===== src/rtl/mcr_fetch_ctl.sv =====
// External-memory microcode controller: splits 49-bit microinstruction reads and writes into four
// 16-bit beats, and keeps a one-entry prefetch buffer that can serve the next fetch without a beat.
module mcr_fetch_ctl (
  input  logic        clk,
  input  logic        reset_n,
  input  logic [13:0] mcr_addr,
  input  logic [48:0] mcr_data_out,
  input  logic        mcr_write,
  input  logic        fetch,
  input  logic        prefetch,
  output logic [48:0] mcr_data_in,
  output logic        mcr_ready,
  output logic        busy,
  output logic        mem_req,
  output logic        mem_we,
  output logic [15:0] mem_addr,
  output logic [15:0] mem_wdata,
  input  logic [15:0] mem_rdata,
  input  logic        mem_ack
);

  typedef enum logic [1:0] {IDLE, RD, WR, DONE} state_t;

  state_t      state;
  logic [1:0]  beat;
  logic [13:0] lat_addr;
  logic [48:0] wr_data;
  logic [47:0] rd_buf;
  logic        req_wr;
  logic        pf_valid;
  logic        pf_fill;
  logic [13:0] pf_addr;
  logic [48:0] pf_data;

  logic        pf_hit;
  logic [1:0]  beat_nxt;
  logic [48:0] rd_word;
  logic        req_held;

  assign pf_hit   = pf_valid && (mcr_addr == pf_addr);
  assign beat_nxt = beat + 2'd1;
  assign rd_word  = {mem_rdata[0], rd_buf};
  assign req_held = req_wr ? mcr_write : fetch;
  assign busy     = (state != IDLE);

  // Beat 3 only carries the top bit of the 49-bit word.
  function automatic logic [15:0] wr_seg(input logic [48:0] d, input logic [1:0] b);
    case (b)
      2'd0:    wr_seg = d[15:0];
      2'd1:    wr_seg = d[31:16];
      2'd2:    wr_seg = d[47:32];
      default: wr_seg = {15'b0, d[48]};
    endcase
  endfunction

  always_ff @(posedge clk or negedge reset_n) begin
    if (!reset_n) begin
      state       <= IDLE;
      beat        <= 2'd0;
      lat_addr    <= '0;
      wr_data     <= '0;
      rd_buf      <= '0;
      req_wr      <= 1'b0;
      pf_valid    <= 1'b0;
      pf_fill     <= 1'b0;
      pf_addr     <= '0;
      pf_data     <= '0;
      mcr_data_in <= '0;
      mcr_ready   <= 1'b0;
      mem_req     <= 1'b0;
      mem_we      <= 1'b0;
      mem_addr    <= '0;
      mem_wdata   <= '0;
    end else begin
      case (state)
        IDLE: begin
          beat <= 2'd0;
          if (mcr_write) begin
            state     <= WR;
            req_wr    <= 1'b1;
            lat_addr  <= mcr_addr;
            wr_data   <= mcr_data_out;
            mem_req   <= 1'b1;
            mem_we    <= 1'b1;
            mem_addr  <= {mcr_addr, 2'd0};
            mem_wdata <= wr_seg(mcr_data_out, 2'd0);
            if (pf_hit) pf_data <= mcr_data_out;
          end else if (fetch) begin
            req_wr <= 1'b0;
            if (pf_hit) begin
              state       <= DONE;
              mcr_data_in <= pf_data;
              mcr_ready   <= 1'b1;
            end else begin
              state    <= RD;
              pf_fill  <= 1'b0;
              lat_addr <= mcr_addr;
              mem_req  <= 1'b1;
              mem_we   <= 1'b0;
              mem_addr <= {mcr_addr, 2'd0};
            end
          end else if (prefetch && !pf_hit) begin
            state    <= RD;
            pf_fill  <= 1'b1;
            lat_addr <= mcr_addr;
            mem_req  <= 1'b1;
            mem_we   <= 1'b0;
            mem_addr <= {mcr_addr, 2'd0};
          end
        end
        RD: if (mem_ack) begin
          case (beat)
            2'd0:    rd_buf[15:0]  <= mem_rdata;
            2'd1:    rd_buf[31:16] <= mem_rdata;
            2'd2:    rd_buf[47:32] <= mem_rdata;
            default: ;
          endcase
          if (beat == 2'd3) begin
            mem_req  <= 1'b0;
            pf_valid <= 1'b1;
            pf_addr  <= lat_addr;
            pf_data  <= rd_word;
            if (pf_fill) begin
              state   <= IDLE;
              pf_fill <= 1'b0;
            end else begin
              state       <= DONE;
              mcr_data_in <= rd_word;
              mcr_ready   <= 1'b1;
            end
          end else begin
            beat     <= beat_nxt;
            mem_addr <= {lat_addr, beat_nxt};
          end
        end
        WR: if (mem_ack) begin
          if (beat == 2'd3) begin
            state     <= DONE;
            mem_req   <= 1'b0;
            mem_we    <= 1'b0;
            mcr_ready <= 1'b1;
          end else begin
            beat      <= beat_nxt;
            mem_addr  <= {lat_addr, beat_nxt};
            mem_wdata <= wr_seg(wr_data, beat_nxt);
          end
        end
        default: begin
          // Four-phase: hold ready until the accepted request is released.
          if (!req_held) begin
            state     <= IDLE;
            mcr_ready <= 1'b0;
          end
        end
      endcase
    end
  end

endmodule


===== config.mk =====
export PLATFORM = sky130hd
export DESIGN_NAME = mcr_fetch_ctl
export DESIGN_NICKNAME = d
export VERILOG_FILES = /design/src/rtl/mcr_fetch_ctl.sv
export SDC_FILE = /design/constraint.sdc
export NUM_CORES = 1
export LEC_CHECK = 0
export CORE_ASPECT_RATIO = 1.75
export CORE_MARGIN = 4
export CORE_UTILIZATION = 55
export CTS_CLUSTER_DIAMETER = 30
export DETAILED_ROUTE_END_ITERATION = 7
export PLACE_DENSITY = 0.81
export SYNTH_ARGS = -nofsm -noshare
export SYNTH_HDL_FRONTEND = slang
export SYNTH_SLANG_ARGS = --single-unit

===== constraint.sdc =====
create_clock -name clk -period 2.4 [get_ports clk]
set_input_delay 0.48 -clock clk [delete_from_list [all_inputs] [get_ports clk]]
set_output_delay 0.48 -clock clk [all_outputs]
set_load 0.02 [all_outputs]

# ---- Word-level counts from Yosys, hierarchy flattened
# Cells that the tools add are included.
dict set report op_classes {
  n_addsub 1
  bitwise_logic 0
  magnitude_cmp 0
  n_shift 0
  div_mod_pow 0
  reduce_logical 30
  n_mul 0
  n_eq_ne 27
  n_mux 70
}
# operator n
set ops {}
lappend ops {{49-bit two-way mux} 10}
lappend ops {{49-bit one-hot mux with 2 select lines} 2}
lappend ops {{16-bit two-way mux} 9}
lappend ops {{16-bit one-hot mux with 2 select lines} 2}
lappend ops {{14-bit two-way mux} 4}
lappend ops {{16-bit one-hot mux with 3 select lines} 1}
lappend ops {{1-bit two-way mux} 24}
lappend ops {{2-bit two-way mux} 12}
lappend ops {{2-bit inequality test, second input constant} 11}
lappend ops {{5-bit AND reduction} 4}
lappend ops {{3-bit AND reduction} 6}
lappend ops {{14-bit equality test} 1}
lappend ops {{6-bit AND reduction} 2}
lappend ops {{2-bit nonzero test} 5}
lappend ops {{3-bit inequality test, second input constant} 3}
lappend ops {{9-bit AND reduction} 1}
lappend ops {{2-bit equality test, second input constant} 4}
lappend ops {{4-bit inequality test, second input constant} 2}
lappend ops {{7-bit AND reduction} 1}
lappend ops {{2-bit by 1-bit equality test with 1-bit output, second input constant} 3}
lappend ops {{2-bit logical NOT} 3}
lappend ops {{1-bit one-hot mux with 2 select lines} 3}
lappend ops {{2-bit one-hot mux with 3 select lines} 1}
lappend ops {{2-bit by 1-bit inequality test with 1-bit output, second input constant} 2}
lappend ops {{other kinds (10)} 12}
dict set report word_totals {
  elab_cells 146
  latchBits 0
  in_bits 85
  mem_bits_ro 0
  output_inout_bits 85
  regBits 265
  ram_bits 0
  mem_count 0
}

# ---- Logic depth before layout (Yosys ltp)
dict set report logic_depth {
  ltp_word 8
  mapped_depth 11
  ltp_nobuf 8
}

# ---- Worst setup path before layout
# No wires, ideal clock.
dict set report synth_path {
  path_kind {input to register}
  startpoint {input mcr_addr[8]}
  endpoint {register lat_addr[10]}
  stages 7
  setup_slack_ps 235
  setup_ps 125
  required_ps 2275
  arrival_ps 2041
  path_buffers 1
  path_cell_list {xnor2_1 > nand4_1 > nor4_4 > nor2_1 > o21ai_2 > buf_6 > mux2_2}
}
dict set report synth_between {
  elab_chain_cells 6
}
# element line_no
set synth_rtl {}
lappend synth_rtl {{from (decl)} 6} ;# input logic [13:0] mcr_addr,
lappend synth_rtl {{14-bit equality test (*)} 40} ;# assign pf_hit = pf_valid && (mcr_addr == pf_addr);
lappend synth_rtl {{1-bit logical AND (*)} 40}
lappend synth_rtl {{1-bit logical NOT} 102} ;# end else if (prefetch && !pf_hit) begin
lappend synth_rtl {{1-bit logical AND} 102}
lappend synth_rtl {{3-bit nonzero test (no source line)} -}
lappend synth_rtl {{3-bit AND reduction (no source line) (*)} -}
lappend synth_rtl {{to (signal assigned)} 81} ;# lat_addr <= mcr_addr;
lappend synth_rtl {{to (signal assigned)} 97} ;# lat_addr <= mcr_addr;
lappend synth_rtl {{to (signal assigned)} 105} ;# lat_addr <= mcr_addr;
lappend synth_rtl {{to (decl)} 26} ;# logic [13:0] lat_addr;
# Mark *: on every way between the ends. The rest lies on a longest branch, timed or not.
# A chain may end at the register's enable or synchronous reset.

# ---- Final worst setup path
dict set report layout_path {
  startpoint {register state[1]}
  endpoint {output busy}
}
dict set report layout_between {
  elab_chain_cells 1
}
# element line_no
set layout_rtl {}
lappend layout_rtl {{from (decl)} 24} ;# state_t state;
lappend layout_rtl {{from (signal assigned)} 58} ;# state <= IDLE;
lappend layout_rtl {{from (signal assigned)} 79} ;# state <= WR;
lappend layout_rtl {{from (signal assigned)} 91} ;# state <= DONE;
lappend layout_rtl {{2-bit nonzero test} 44} ;# assign busy = (state != IDLE);
lappend layout_rtl {{to (decl)} 13} ;# output logic busy,
# No other way between the ends.

==> key figures <==
Synthesis
  – Main synth FF type: dfrtp_1
  – Warnings, synthesis: 0
  – Post-synth EDFFs: 0
  – Post-synth cell types: 39
  – Area share of the leading cell type in the synthesized netlist: 56.3%
  – Synth cell count leaders: dfrtp_1, mux2i_1, mux2_2
  – Sequential element share of the synthesized area: 56.3%
  – FF+latch count, synth: 265
  – Mean Syn Cell Area: 12.1 um2
  – Dominant cells by area after synthesis: dfrtp_1, mux2_2, mux2i_1
  – Syn nets: 1071
  – Cell with the most instances after synthesis: dfrtp_1
  – Post-Syn Instances: 976
  – Mapped cell area: 11800 um2
  – Post-synthesis async set-or-reset flop share: 100%
  – Leading area contributor after synthesis: dfrtp_1

Placement
  – Setup WS pre-CTS: -0.264 ns
  – GP Congestion: 0.915
  – PortBufs: 169
  – Post-DP HPWL: 22400 um

Route
  – Initial DRC Count: 713
  – DRC errors left: 0
  – 1st-pass router iterations: 7
  – Antenna Nets Post-Route: 0
  – Post-detailed-route via-to-cell ratio: 6.05
  – WL final: 32700 um
  – Via count: 8754
  – Routed len/inst: 22.6 um

Die
  – Die height: 202 um
  – Die W: 119 um
  – DIE AREA: 23900 um2
  – Num rows: 70
  – Core area: 21000 um2
  – Initial Utilization: 56.0%
  – IO Pins: 170

Worst setup path
  – FF-to-FF Start: state[0]
  – Setup crit start: state[1]
  – Crit start category: flop
  – FF-to-FF path depth: 10
  – Worst Path Required: 1.92 ns
  – Reg2reg setup slack: 0.18 ns
  – Crit. End Element: output port
  – Slowest CP cell: dfrtp_1
  – Slowest stage delay, CP: 0.40 ns
  – Worst path cell trace: inv_1 > ha_2 > clkinv_1 > dlygate4sd2_1
  – WS Path Type: flop to output port
  – Crit path max fanout: 5
  – Critical path arrival: 1.75 ns

Global route
  – Largest net degree at the start of global routing: 55
  – Grt ovf: 0
  – Vias in the first global route: 9363
  – Gr usage total: 27.4%
  – First-pass GRT wire length: 52200 um
  – Initial antenna violation count: 3
  – Met1 Usage GRT: 31.8%
  – Layer with the highest usage: met2
  – Grt met3 use: 4.67%
  – Met2 usage: 50.2%

STA
  – Slew Limit Fails: 0
  – Min cycle time layout: 2.23 ns
  – Layout Skew: 0.0230 ns
  – RSZ-0062 raised after global routing: false
  – Final setup viols: 0
  – Max_slew headroom: 42.4%
  – Worst hold slack: 0.481 ns
  – Setup WS post-layout: 0.165 ns
  – FMAX: 447 MHz
  – Final hold violation count: 0
  – Slew @ Worst Pin: 0.863 ns
  – Period utilization: 93.1%

Outcome
  – Status: completed

Power
  – Switching share of power: 37.8%
  – Combinational power share: 44.2%
  – Clock share of power: 22.8%
  – Share of power burned in registers: 33.0%
  – P_sw: 9.27 mW
  – PD cells: 1600 nW/um2
  – Leakage power: 6.55 nW
  – Max VDD drop: 0.00113 V
  – P_int: 15.3 mW

Run
  – Maxcap violations: 0

Cells and area
  – Final net count: 1260
  – Layout cell share with drive strength beyond 1: 20.7%
  – Number of fill cells in the layout: 1402
  – Final Util: 73.1%
  – Syn-to-layout area delta: 30.5%

Worst hold path
  – Worst hold-check path type: flop to flop
  – Worst hold stages: 1
  – Hold Startpoint: pf_valid

Clocking
  – CTS tree: built
  – Setup bufs post-CTS: 0
  – Clock slew at reported path FFs: 0.06 ns
  – CTS buffer count: 36
  – Clock Path Buffers: 3
  – H-tree depth: 2
  – Root buffer cell: clkbuf_16
  – Clock Sinks: 265
  – Worst skew pair latency: 0.51 ns
cell usage in the layout, fill, tap and decap left out, types with 2 or more instances in the layout:
cell type / netlist / final
a21oi_1: 102 / 101
a222oi_1: 16 / 16
a31oi_1: 2 / 2
buf_12: 0 / 15
buf_4: 1 / 33
bufinv_16: 0 / 5
clkbuf_1: 44 / 5
clkbuf_16: 0 / 37
clkbuf_8: 0 / 4
clkdlybuf4s50_1: 0 / 167
clkinv_2: 0 / 3
clkinv_8: 0 / 2
clkinvlp_4: 0 / 2
dfrtp_1: 265 / 265
diode_2: 0 / 3
ha_1: 10 / 8
inv_1: 9 / 9
inv_6: 0 / 5
mux2_2: 126 / 126
mux2i_1: 129 / 129
nand2_1: 7 / 6
nand2b_1: 4 / 4
nand3_1: 8 / 8
nand4_1: 3 / 3
nor2_1: 86 / 86
o21ai_0: 100 / 100
o21ai_1: 10 / 10
xnor2_1: 14 / 14
final timing paths:
path | endpoint
max in group asynchronous | pf_data[24]
setup reg to reg | mcr_data_in[0]
min in group asynchronous | rd_buf[34]
hold / removal | pf_valid
hold reg to reg | pf_valid
setup / recovery | busy
sequential cells by signal, summed over array words and instances, names as in the netlist, 14 cells and up:
name / count
pf_data: 49
mcr_data_in: 49
wr_data: 49
mem_addr: 16
rd_buf: 48
mem_wdata: 16
pf_addr: 14
lat_addr: 14
what timing repair did:
action / 4_1_cts / 5_1_grt
gates resized for setup: 2 / 0
setup endpoints to repair: 1 / 0
endpoints found under the hold margin: 48 / 0
hold buffers: 1 / 0
power groups by stage:
stage	clock network (mW)	logic, mW	registers, mW
after floorplan	0	6.01	8.60
after global placement	0	10.4	7.94
after detailed placement	0	10.7	8.07
after CTS	5.65	10.9	8.06
after global routing	5.85	11.7	8.32
final	5.60	10.8	8.08
layout make-up:
cell class              count  area (um2)  area share [%]
flip-flops and latches    265        6630            43.2
repair buffers            218        2250            14.7
diodes                      3        7.51          0.0489
inverters                  10        37.5           0.244
multi-input cells         634        4840            31.5
clock inverters            19         277            1.80
well taps                 252         315            2.05
clock buffers              46        1000            6.51
layer usage:
layer  share of wire [%]  routed length (um)
met1                  37               12100
met2                  55               17900
met3                 5.1                1670
met4                 3.3                1080
met5                   0                   0
per-stage QoR:
step / TNS [ns] / cells / power, mW / area, um2
6_report: 0 / 1447 / 24.5 / 15400
4_1_cts: 0 / 1444 / 24.6 / 15400
3_3_place_gp: -16.14 / 1378 / 18.3 / 14100
3_5_place_dp: -23.51 / 1378 / 18.8 / 14100
5_1_grt: 0 / 1446 / 25.8 / 15400
2_1_floorplan: 0 / 976 / 14.6 / 11800
worst max-delay path, delay by kind of cell (launching register included):
family	cells	cell delay [ns]
buffers and inverters	3	0.57
adder cells (fa/ha/maj)	1	0.28
flip-flops	1	0.40
cell families (layout without fill, tap and decap cells):
group | after synthesis | in the layout | synth area share, %
AOI/OAI and AO/OA | 240 | 240 | 11.2
xor gates and xnor gates | 14 | 14 | 1.04
adders and majority gates | 10 | 10 | 1.06
buffers and inverters | 77 | 293 | 2.97
DFF | 265 | 265 | 56.3
muxes | 257 | 257 | 23.2
other | 0 | 3 | 0
and+or+nand+nor | 113 | 113 | 4.10
(Power assumes the default switching activity.)
